[src/rtl/noc_pkg.sv]
// Shared NoC definitions: occupancy states of the two-entry inport buffer.
package noc_pkg;

  typedef enum logic [1:0] {
    EMPTY = 2'd0,
    ONE   = 2'd1,
    TWO   = 2'd2
  } fifo_state_e;

endpackage

[src/rtl/noc_fifo2.sv]
// Two-entry in-order flit buffer; the occupancy FSM doubles as the count.
import noc_pkg::*;

module noc_fifo2 #(
  parameter int DataWidth = 64
) (
  input  logic                 clk,
  input  logic                 rst_n,
  input  logic                 push_i,
  input  logic [DataWidth-1:0] data_i,
  input  logic                 pop_i,
  output logic [DataWidth-1:0] head_o,
  output logic                 full_o,
  output logic                 empty_o,
  output logic [1:0]           state_next_o
);

  fifo_state_e          state_q, state_d;
  logic                 wr_ptr_q, wr_ptr_d;
  logic                 rd_ptr_q, rd_ptr_d;
  logic [DataWidth-1:0] mem_q [2];
  logic                 push_ok, pop_ok;

  // Guards make a push into TWO or a pop from EMPTY a no-op.
  assign push_ok = push_i & (state_q != TWO);
  assign pop_ok  = pop_i  & (state_q != EMPTY);

  always_comb begin
    state_d  = state_q;
    wr_ptr_d = wr_ptr_q ^ push_ok;
    rd_ptr_d = rd_ptr_q ^ pop_ok;
    case (state_q)
      EMPTY:   if (push_ok) state_d = ONE;
      ONE: begin
        if (push_ok && !pop_ok)      state_d = TWO;
        else if (pop_ok && !push_ok) state_d = EMPTY;
      end
      TWO:     if (pop_ok) state_d = ONE;
      default: state_d = EMPTY;
    endcase
  end

  always_ff @(posedge clk or negedge rst_n) begin
    if (!rst_n) begin
      state_q  <= EMPTY;
      wr_ptr_q <= 1'b0;
      rd_ptr_q <= 1'b0;
    end else begin
      state_q  <= state_d;
      wr_ptr_q <= wr_ptr_d;
      rd_ptr_q <= rd_ptr_d;
    end
  end

  // Storage carries no reset; the pointers and count alone define validity.
  always_ff @(posedge clk) begin
    if (push_ok) mem_q[wr_ptr_q] <= data_i;
  end

  assign head_o       = mem_q[rd_ptr_q];
  assign full_o       = (state_q == TWO);
  assign empty_o      = (state_q == EMPTY);
  assign state_next_o = state_d;

endmodule

[src/rtl/noc_inport_handshake_adapter.sv]
// Bridges a valid/ready flit source onto a NoC local inport that signals
// availability rather than per-flit acceptance.
import noc_pkg::*;

module noc_inport_handshake_adapter #(
  parameter int DataWidth = 64
) (
  input  logic                 clk,
  input  logic                 rst_n,
  input  logic [DataWidth-1:0] data_i,
  input  logic                 data_valid_i,
  output logic                 ready_o,
  output logic [DataWidth-1:0] data_o,
  output logic                 data_valid_o,
  input  logic                 avail_i
);

  // Upstream handshake: a flit transfers on every cycle where data_valid_i
  // and ready_o are both high; data_valid_i is ignored while ready_o is low.
  // Downstream has no ready: each cycle data_valid_o is high is one transfer.

  logic                 avail_q;
  logic                 ready_q;
  logic                 valid_q, valid_d;
  logic [DataWidth-1:0] data_q, data_d;
  logic [DataWidth-1:0] head;
  logic                 push, pop;
  logic                 fifo_full, fifo_empty;
  logic [1:0]           state_next;

  assign push = data_valid_i & ready_q & ~fifo_full;
  assign pop  = avail_q & ~fifo_empty;

  noc_fifo2 #(
    .DataWidth (DataWidth)
  ) u_fifo (
    .clk          (clk),
    .rst_n        (rst_n),
    .push_i       (push),
    .data_i       (data_i),
    .pop_i        (pop),
    .head_o       (head),
    .full_o       (fifo_full),
    .empty_o      (fifo_empty),
    .state_next_o (state_next)
  );

  always_comb begin
    valid_d = pop;
    data_d  = data_q;
    if (pop) data_d = head;
  end

  // avail_i is only ever seen through avail_q, bounding the post-fall tail to two flits.
  always_ff @(posedge clk or negedge rst_n) begin
    if (!rst_n) begin
      avail_q <= 1'b0;
      ready_q <= 1'b0;
      valid_q <= 1'b0;
      data_q  <= '0;
    end else begin
      avail_q <= avail_i;
      ready_q <= (state_next != TWO);
      valid_q <= valid_d;
      data_q  <= data_d;
    end
  end

  assign ready_o      = ready_q;
  assign data_o       = data_q;
  assign data_valid_o = valid_q;

endmodule

[config.mk]
export PLATFORM = sky130hd
export DESIGN_NAME = noc_inport_handshake_adapter
export DESIGN_NICKNAME = d
export VERILOG_FILES = /design/src/rtl/noc_pkg.sv /design/src/rtl/noc_fifo2.sv /design/src/rtl/noc_inport_handshake_adapter.sv
export SDC_FILE = /design/constraint.sdc
export NUM_CORES = 1
export LEC_CHECK = 0
export CAP_MARGIN = 25
export CORE_MARGIN = 2
export CORE_UTILIZATION = 42
export CTS_CLUSTER_DIAMETER = 150
export DETAILED_ROUTE_END_ITERATION = 8
export PLACE_DENSITY = 0.7
export SYNTH_ARGS = -nofsm -noshare
export SYNTH_HDL_FRONTEND = slang
export SYNTH_HIERARCHICAL = 1
export SYNTH_SLANG_ARGS = --single-unit
[constraint.sdc]
create_clock -name clk -period 3.6 [get_ports clk]
set_clock_uncertainty 0.1 [all_clocks]
set_input_delay 0.72 -clock clk [delete_from_list [all_inputs] [get_ports clk]]
set_output_delay 0.72 -clock clk [all_outputs]
set_load 0.02 [all_outputs]
### After elaboration in Yosys (flattened, before gate mapping)

Memory sizes are Yosys's and may differ from the RTL's. A register that Yosys moved wholly into a read port is not among the register bits.
Index checks and enable logic that the tools add are counted.

| cells by class | value |
|---|---|
| multipliers | 0 |
| add/sub/neg operators | 0 |
| divide/modulo/power cells | 0 |
| shifts and indexed selects | 0 |
| reductions and logical operators | 7 |
| multiplexer cells | 7 |
| bitwise operators | 9 |
| eq/ne operators | 4 |
| order comparisons | 0 |

Operator list:

| cell | number |
|---|---|
| 2-bit 2-to-1 mux | 4 |
| 2-bit one-hot mux with 3 select lines | 1 |
| 1-bit AND | 5 |
| 2-bit != test (second input constant) | 2 |
| 1-bit zero test | 3 |
| 2-bit by 1-bit == test with 1-bit output (second input constant) | 1 |
| 2-bit == test (second input constant) | 1 |
| 1-bit logical AND | 2 |
| 2-bit zero test | 1 |
| 1-bit 2-to-1 mux | 2 |
| 1-bit inverter | 2 |
| 2-bit nonzero test | 1 |
| 1-bit XOR | 2 |

| storage, ports and cells | value |
|---|---|
| output and inout port bits | 66 |
| bits in latches | 0 |
| register bits | 7 |
| bits of input ports | 68 |
| memories | 1 |
| logic and storage cells | 34 |
| RAM bits | 128 |
| ROM bits | 0 |

Memory list:

| memory | words | bits a word | rd ports | clocked after Yosys merged registers in | wr ports | line | RTL |
|---|---|---|---|---|---|---|---|
| u_fifo.mem_q | 2 | 64 | 1 | 1 | 1 | noc_fifo2.sv:21 | `logic [DataWidth-1:0] mem_q [2];` |

### Logic depth before layout (Yosys ltp)

Gate-level depths: netlist of the first run.

| logic depth | value |
|---|---|
| word-level depth | 10 |
| gate-level depth with buffers | 7 |
| depth with buffers taken out | 6 |

### Hierarchy

The synthesis of the first run kept the hierarchy.

By module, submodules not included:

| module | sequential area each (µm²) | cells an instance | area an instance (µm²) | times used |
|---|---|---|---|---|
| noc_fifo2 | 3943.8 | 219 | 4849.7 | 1 |
| noc_inport_handshake_adapter | 1676.6 | 142 | 2736.4 | 1 |

### Worst setup path before layout of the first run

Ideal clock, no wire load.

| path | value |
|---|---|
| kind | in2reg |
| start | input port data_valid_i |
| end | memory u_fifo.mem_q[1][0], enable pin |
| stages on the path | 4 |
| data required time | 3.071 ns |
| arrival time | 2.677 ns |
| library setup time | 0.429 ns |
| path slack | 0.394 ns |
| path buffers | 0 |
| path through | nand2_1 nor2_1 and2_1 ha_1 |

| between the ends | value |
|---|---|
| longest elaborated chain between the ends | 5 |

Ends and longest elaborated chain:

| item | line | RTL |
|---|---|---|
| start: declaration | noc_inport_handshake_adapter.sv:11 | `input logic data_valid_i,` |
| 1-bit AND (2 in a row) | noc_inport_handshake_adapter.sv:31 | `assign push = data_valid_i & ready_q & ~fifo_full;` |
| via push | noc_inport_handshake_adapter.sv:27 | `logic push, pop;` |
| 1-bit AND | noc_fifo2.sv:25 | `assign push_ok = push_i & (state_q != TWO);` |
| 1-bit 2-to-1 mux | noc_fifo2.sv:57 | `if (push_ok) mem_q[wr_ptr_q] <= data_i;` |
| 1-bit 2-to-1 mux (not written as such) | noc_fifo2.sv:57 |  |
| end: declaration | noc_fifo2.sv:21 |  |

The timed path passes the listed nets, and every way through them passes these cells.

### Worst setup path after layout of the first run

| path | value |
|---|---|
| start | input port data_valid_i |
| end | memory u_fifo.mem_q[1][7], enable pin |

Same word-level chain as after synthesis.

==> flow_metrics.env, run 1 <==
export IMPL_status="complete, no violations"
export IMPL_reg2reg_slack_ns=1.33
export IMPL_io_buffers=133
export IMPL_die_width_um=138.4
export IMPL_crit_chain="clkdlybuf4s50_1 -> nand2_1 -> nor2_1 -> and2_1 -> ha_4 -> buf_4"
export IMPL_yosysTopAreaCell="edfxtp_1"
export IMPL_ys_types=23
export IMPL_grt_pass1_wl_um=21450
export IMPL_fin_crit_sh_pct=66.74
export IMPL_wl_um=13260
export IMPL_path_delay_family="buffers and inverters"
export IMPL_yosysWarningCount=6
export IMPL_max_freq_mhz=416.2
export IMPL_wl_per_cell_um=17.73
export IMPL_drtAntennaViolNets=0
export IMPL_worstSetupStartpointType="input pin"
export IMPL_crit_type="in2reg"
export IMPL_hold_viol=0
export IMPL_cts_root_buffer="clkbuf_16"
export IMPL_fin_nets=576
export IMPL_ys_flop_type="edfxtp_1"
export IMPL_die_area_um2=19150
export IMPL_cts_sinks=199
export IMPL_power_w=0.008716
export IMPL_rr_worst_depth=6
export IMPL_cap_viol_max_count=0
export IMPL_place_congestion=0.6880
export IMPL_min_path_type="in2async"
export IMPL_synth_edf_count=128
export IMPL_rows=49
export IMPL_post_cts_resize_count=0
export IMPL_clkLatencyLatePin_ns=0.42
export IMPL_cts_buffers=17
export IMPL_grtUsageTotal_pct=14.57
export IMPL_finalSetupViolCount=0
export IMPL_clkTransAtPathRegs_ns=0.06
export IMPL_grt_antenna_before_repair=1
export IMPL_num_io_pins=134
export IMPL_crit_buf_inv=2
export IMPL_dp_cells=715
export IMPL_firstDrtPassIters=4
export IMPL_fin_cells=748
export IMPL_synth_area_top_cells="edfxtp_1, dfrtp_1, mux2_2"
export IMPL_final_cell_mix="clkdlybuf4s50_1, edfxtp_1, mux2_2, dfrtp_1, mux2_4"
export IMPL_cp_data_arrival_time_ns=2.40
export IMPL_final_common_cell="clkdlybuf4s50_1"
export IMPL_ys_seq_elements=199
export IMPL_via_per_inst=4.734
export IMPL_dr_total_vias=3541
export IMPL_dp_hpwl_um=8657
export IMPL_required_ns=3.60
export IMPL_drv_slew=0
export IMPL_area_delta_synth_final_pct=27.91
export IMPL_power_leakage_nw=3.598
export IMPL_h_tree_depth=4
export IMPL_cts_tree="done"
export IMPL_synthArstFlopShare_pct=35.68
export IMPL_final_core_util_pct=54.39
export IMPL_grt_pass1_vias=3978
export IMPL_antennaDiodeCount=0
export IMPL_grt_max_degree=72
export IMPL_cts_buffer_depth=2
export IMPL_initial_core_util_pct=42.52
export IMPL_rsz0062_at_grt="no"
export IMPL_slew_headroom_pct=41.71
export IMPL_drc_errors=0
export IMPL_crit_path_top_delay_cell="clkdlybuf4s50_1"
export IMPL_power_density_nw_per_um2=898.3
export IMPL_period_needed_ns=2.403
export IMPL_core_um2=17840
export IMPL_cts_setup_buffers=0
export IMPL_drtIter0Drc=164
export IMPL_peakVddDrop_uv=455.8
export IMPL_reg2reg_from="u_fifo/state_q[1]"
export IMPL_overflow=0
export IMPL_hold_slack_ns=0.06778
export IMPL_r2r_end="u_fifo/mem_q[1][7]"
export IMPL_synth_top_area_share_pct=50.67
export IMPL_postSynthCellCount=361
export IMPL_syn_area_um2=7586
export IMPL_cpPeakStageDelay_ns=0.47
export IMPL_ys_seq_area_share_pct=74.09
export IMPL_fin_tns_setup_ns=0
export IMPL_die_h_um=138.4
export IMPL_syn_nets=431
export IMPL_drive_gt1_share_pct=32.56
export IMPL_endpoint_kind="flip-flop"
export IMPL_crit_fanout=19
export IMPL_tightest_slew_ns=0.8743
export IMPL_syn_mean_instance_area_um2=21.01
export IMPL_cts_hold_buf=0
-- sequential cells by signal (all words and copies together), names as in the netlist --
| signal | flops |
|---|---|
| u_fifo/mem_q | 128 |
| u_fifo/state_q | 2 |
| data_o | 64 |
| ready_o | 1 |
| data_valid_o | 1 |
| avail_q | 1 |
| u_fifo/rd_ptr_q | 1 |
| u_fifo/wr_ptr_q | 1 |
-- metrics by stage --
step | instance area, um2 | setup slack, ns
after global routing | 9703 | 1.110
after CTS | 9676 | 1.212
after floorplan | 7586 | 0.3940
after detailed placement | 9112 | 0.7640
after global placement | 9112 | 0.8461
final | 9703 | 1.197
-- layout make-up --
class,instances,area (um2)
Clock inverter,10,98.84
Sequential cell,199,5624
Fill cell,1373,8138
Clock buffer,22,464.2
Tap cell,229,286.5
Inverter,3,11.26
Timing Repair Buffer,140,1439
Multi-Input combinational cell,145,1779
-- worst max-delay path by stage --
stage,start,to,slack (ns),cells past startpoint
floorplan,data_valid_i,u_fifo/mem_q[1][0],0.39,4
global placement,data_valid_i,u_fifo/mem_q[1][17],0.85,6
detailed placement,data_valid_i,u_fifo/mem_q[1][22],0.76,6
CTS,data_valid_i,u_fifo/mem_q[1][7],1.21,6
global route,data_valid_i,u_fifo/mem_q[1][6],1.11,6
finish,data_valid_i,u_fifo/mem_q[1][7],1.20,6
-- layer usage --
layer / global-route usage, % / routed length, um
met5: 0 / 0
met4: 4.672 / 187
met3: 4.018 / 564
met2: 24.49 / 6581
met1: 18.47 / 5925
-- power breakdown --
group	total, W	internal (W)	switching (W)
sequential	0.00380	0.00333	0.000467
combinational	0.00312	0.00180	0.00132
clock	0.00180	0.000994	0.000806
-- synth_stat cells (all sizes together), types with 2 or more instances --
cell type,n
nor2,2
buf,14
mux2,128
nand2,2
ha,2
dfrtp,71
edfxtp,128
inv,3
-- kinds of logic (layout without fill, tap and decap cells) --
family | Yosys count | count (layout) | synth area share, %
AND/OR/NAND/NOR | 10 | 10 | 0.8744
XOR/XNOR | 1 | 1 | 0.1155
flip-flops | 199 | 199 | 74.09
adder cells (fa/ha/maj) | 2 | 2 | 0.3298
buffers and inverters | 17 | 175 | 2.787
AO/OA/AOI/OAI | 3 | 3 | 0.2473
multiplexers | 129 | 129 | 21.56
(Power assumes the default switching activity.)
==> run 2: changes to the inputs <==
==> constraint.sdc (replaced) <==
create_clock -name clk -period 2.3 [get_ports clk]
set_clock_uncertainty 0.1 [all_clocks]
set_input_delay 0.46 -clock clk [delete_from_list [all_inputs] [get_ports clk]]
set_output_delay 0.46 -clock clk [all_outputs]
set_load 0.02 [all_outputs]
==> flow_metrics.env, run 2 (synthesis results as in run 1) <==
export IMPL_core_um2=17840
export IMPL_tightest_slew_ns=0.5701
export IMPL_post_cts_resize_count=0
export IMPL_power_w=0.01378
export IMPL_place_congestion=0.7467
export IMPL_grt_pass1_vias=3958
export IMPL_setup_ws_ns=0.1734
export IMPL_clkTransAtPathRegs_ns=0.07
export IMPL_cts_sinks=199
export IMPL_drc_errors=0
export IMPL_crit_path_top_delay_cell="dfrtp_1"
export IMPL_hold_slack_ns=0.3688
export IMPL_endpoint_kind="flip-flop"
export IMPL_fillers=1367
export IMPL_required_ns=2.32
export IMPL_grt_max_degree=40
export IMPL_cts_buffers=17
export IMPL_crit_chain="or2b_1 -> inv_1 -> nor2_1 -> and2_1 -> ha_4 -> buf_4"
export IMPL_h_tree_depth=4
export IMPL_worstSetupStartpointType="flip-flop"
export IMPL_num_io_pins=134
export IMPL_cpPeakStageDelay_ns=0.45
export IMPL_period_needed_ns=2.127
export IMPL_cts_hold_buf=1
export IMPL_die_area_um2=19150
export IMPL_dp_hpwl_um=9327
export IMPL_fin_nets=584
export IMPL_rsz0062_at_grt="no"
export IMPL_via_per_inst=4.795
export IMPL_fin_tns_setup_ns=0
export IMPL_wl_per_cell_um=17.91
export IMPL_grtUsageTotal_pct=14.66
export IMPL_max_freq_mhz=470.2
export IMPL_fin_cells=756
export IMPL_hold_viol=0
export IMPL_slew_headroom_pct=61.99
export IMPL_cts_root_buffer="clkbuf_16"
export IMPL_peakVddDrop_uv=707.5
export IMPL_final_common_cell="clkdlybuf4s50_1"
export IMPL_die_h_um=138.4
export IMPL_crit_fanout=12
export IMPL_power_density_nw_per_um2=1409
export IMPL_dr_total_vias=3625
export IMPL_drtIter0Drc=152
export IMPL_drtAntennaViolNets=0
export IMPL_power_leakage_nw=3.660
export IMPL_die_width_um=138.4
export IMPL_grt_antenna_before_repair=0
export IMPL_wl_um=13540
export IMPL_final_cell_mix="clkdlybuf4s50_1, edfxtp_1, mux2_2, dfrtp_1, mux2_4"
export IMPL_crit_type="reg2reg"
export IMPL_antennaDiodeCount=0
export IMPL_rows=49
export IMPL_initial_core_util_pct=42.52
export IMPL_drive_gt1_share_pct=33.59
export IMPL_cp_data_arrival_time_ns=2.15
export IMPL_drv_slew=0
export IMPL_status="complete, no violations"
export IMPL_largest_register="u_fifo/mem_q"
export IMPL_grt_pass1_wl_um=21620
export IMPL_cts_setup_buffers=0
export IMPL_cts_tree="done"
export IMPL_min_path_type="in2reg"
export IMPL_largest_reg_flops=128
export IMPL_clkLatencyLatePin_ns=0.42
export IMPL_dp_cells=723
export IMPL_firstDrtPassIters=4
export IMPL_io_buffers=133
export IMPL_cts_buffer_depth=2
export IMPL_finalSetupViolCount=0
export IMPL_cap_viol_max_count=0
export IMPL_overflow=0
export IMPL_fin_crit_sh_pct=92.46
export IMPL_dpl_worst_slack_ns=-0.08739
export IMPL_area_delta_synth_final_pct=28.96
==> run 2: cell types whose count changed in the layout (fill, tap and decap cells not counted), sizes merged <==
cell         before  now
buf               8   15
clkbuf           22   19
clkinv            3    6
clkinvlp          5    1
dlygate4sd3       0    1
inv               4    8
==> run 2: per-stage QoR <==
step | area [um2] | utilization, %
after global routing | 9783 | 54.84
after CTS | 9783 | 54.84
after detailed placement | 9210 | 51.62
after global placement | 9210 | 51.62
after floorplan | 7591 | -
final | 9783 | 54.84
==> run 2: power breakdown <==
part	switching, W	internal [W]	total, W	leakage [nW]
sequential	0.000590	0.00522	0.00581	2.02
clock	0.00127	0.00154	0.00281	0.278
combinational	0.00224	0.00292	0.00517	1.36
==> run 2: layer usage <==
metal	vias to the layer above	wire length, um	share of wire [%]	GRT usage [%]
met5	-	0	0	0
met4	0	150	1.1	4.243
met3	11	656	4.8	4.538
met2	93	6594	49	23.37
met1	1845	6142	45	19.60
li1	1676	-	-	-
==> run 2: area by class of cell <==
class	count	area (um2)	share of cell area, %
sequential	199	5624	57.49
multi-input combinational	145	1779	18.19
timing repair buffer	148	1519	15.53
clock buffer	19	442.9	4.527
tap	229	286.5	2.929
clock inverter	13	120.1	1.228
inverter	3	11.26	0.1151
==> run 2: worst paths after layout <==
kind,cells past startpoint,start,slack (ns),end
max,6,u_fifo/state_q[1],0.17,u_fifo/mem_q[0][26]
min in group asynchronous,2,rst_n,0.47,data_o[20]
max in group asynchronous,3,rst_n,0.95,data_o[9]
min,1,avail_i,0.37,avail_q
min reg2reg,1,data_o[7],0.41,data_o[7]
max reg2reg,6,u_fifo/state_q[1],0.17,u_fifo/mem_q[0][26]
==> run 2: worst max-delay path: cells and delay by family (launching register included) <==
family | cells | cell delay (ns)
simple gates | 3 | 0.78
buf+inv | 2 | 0.27
flops | 1 | 0.45
fa+ha+maj | 1 | 0.22
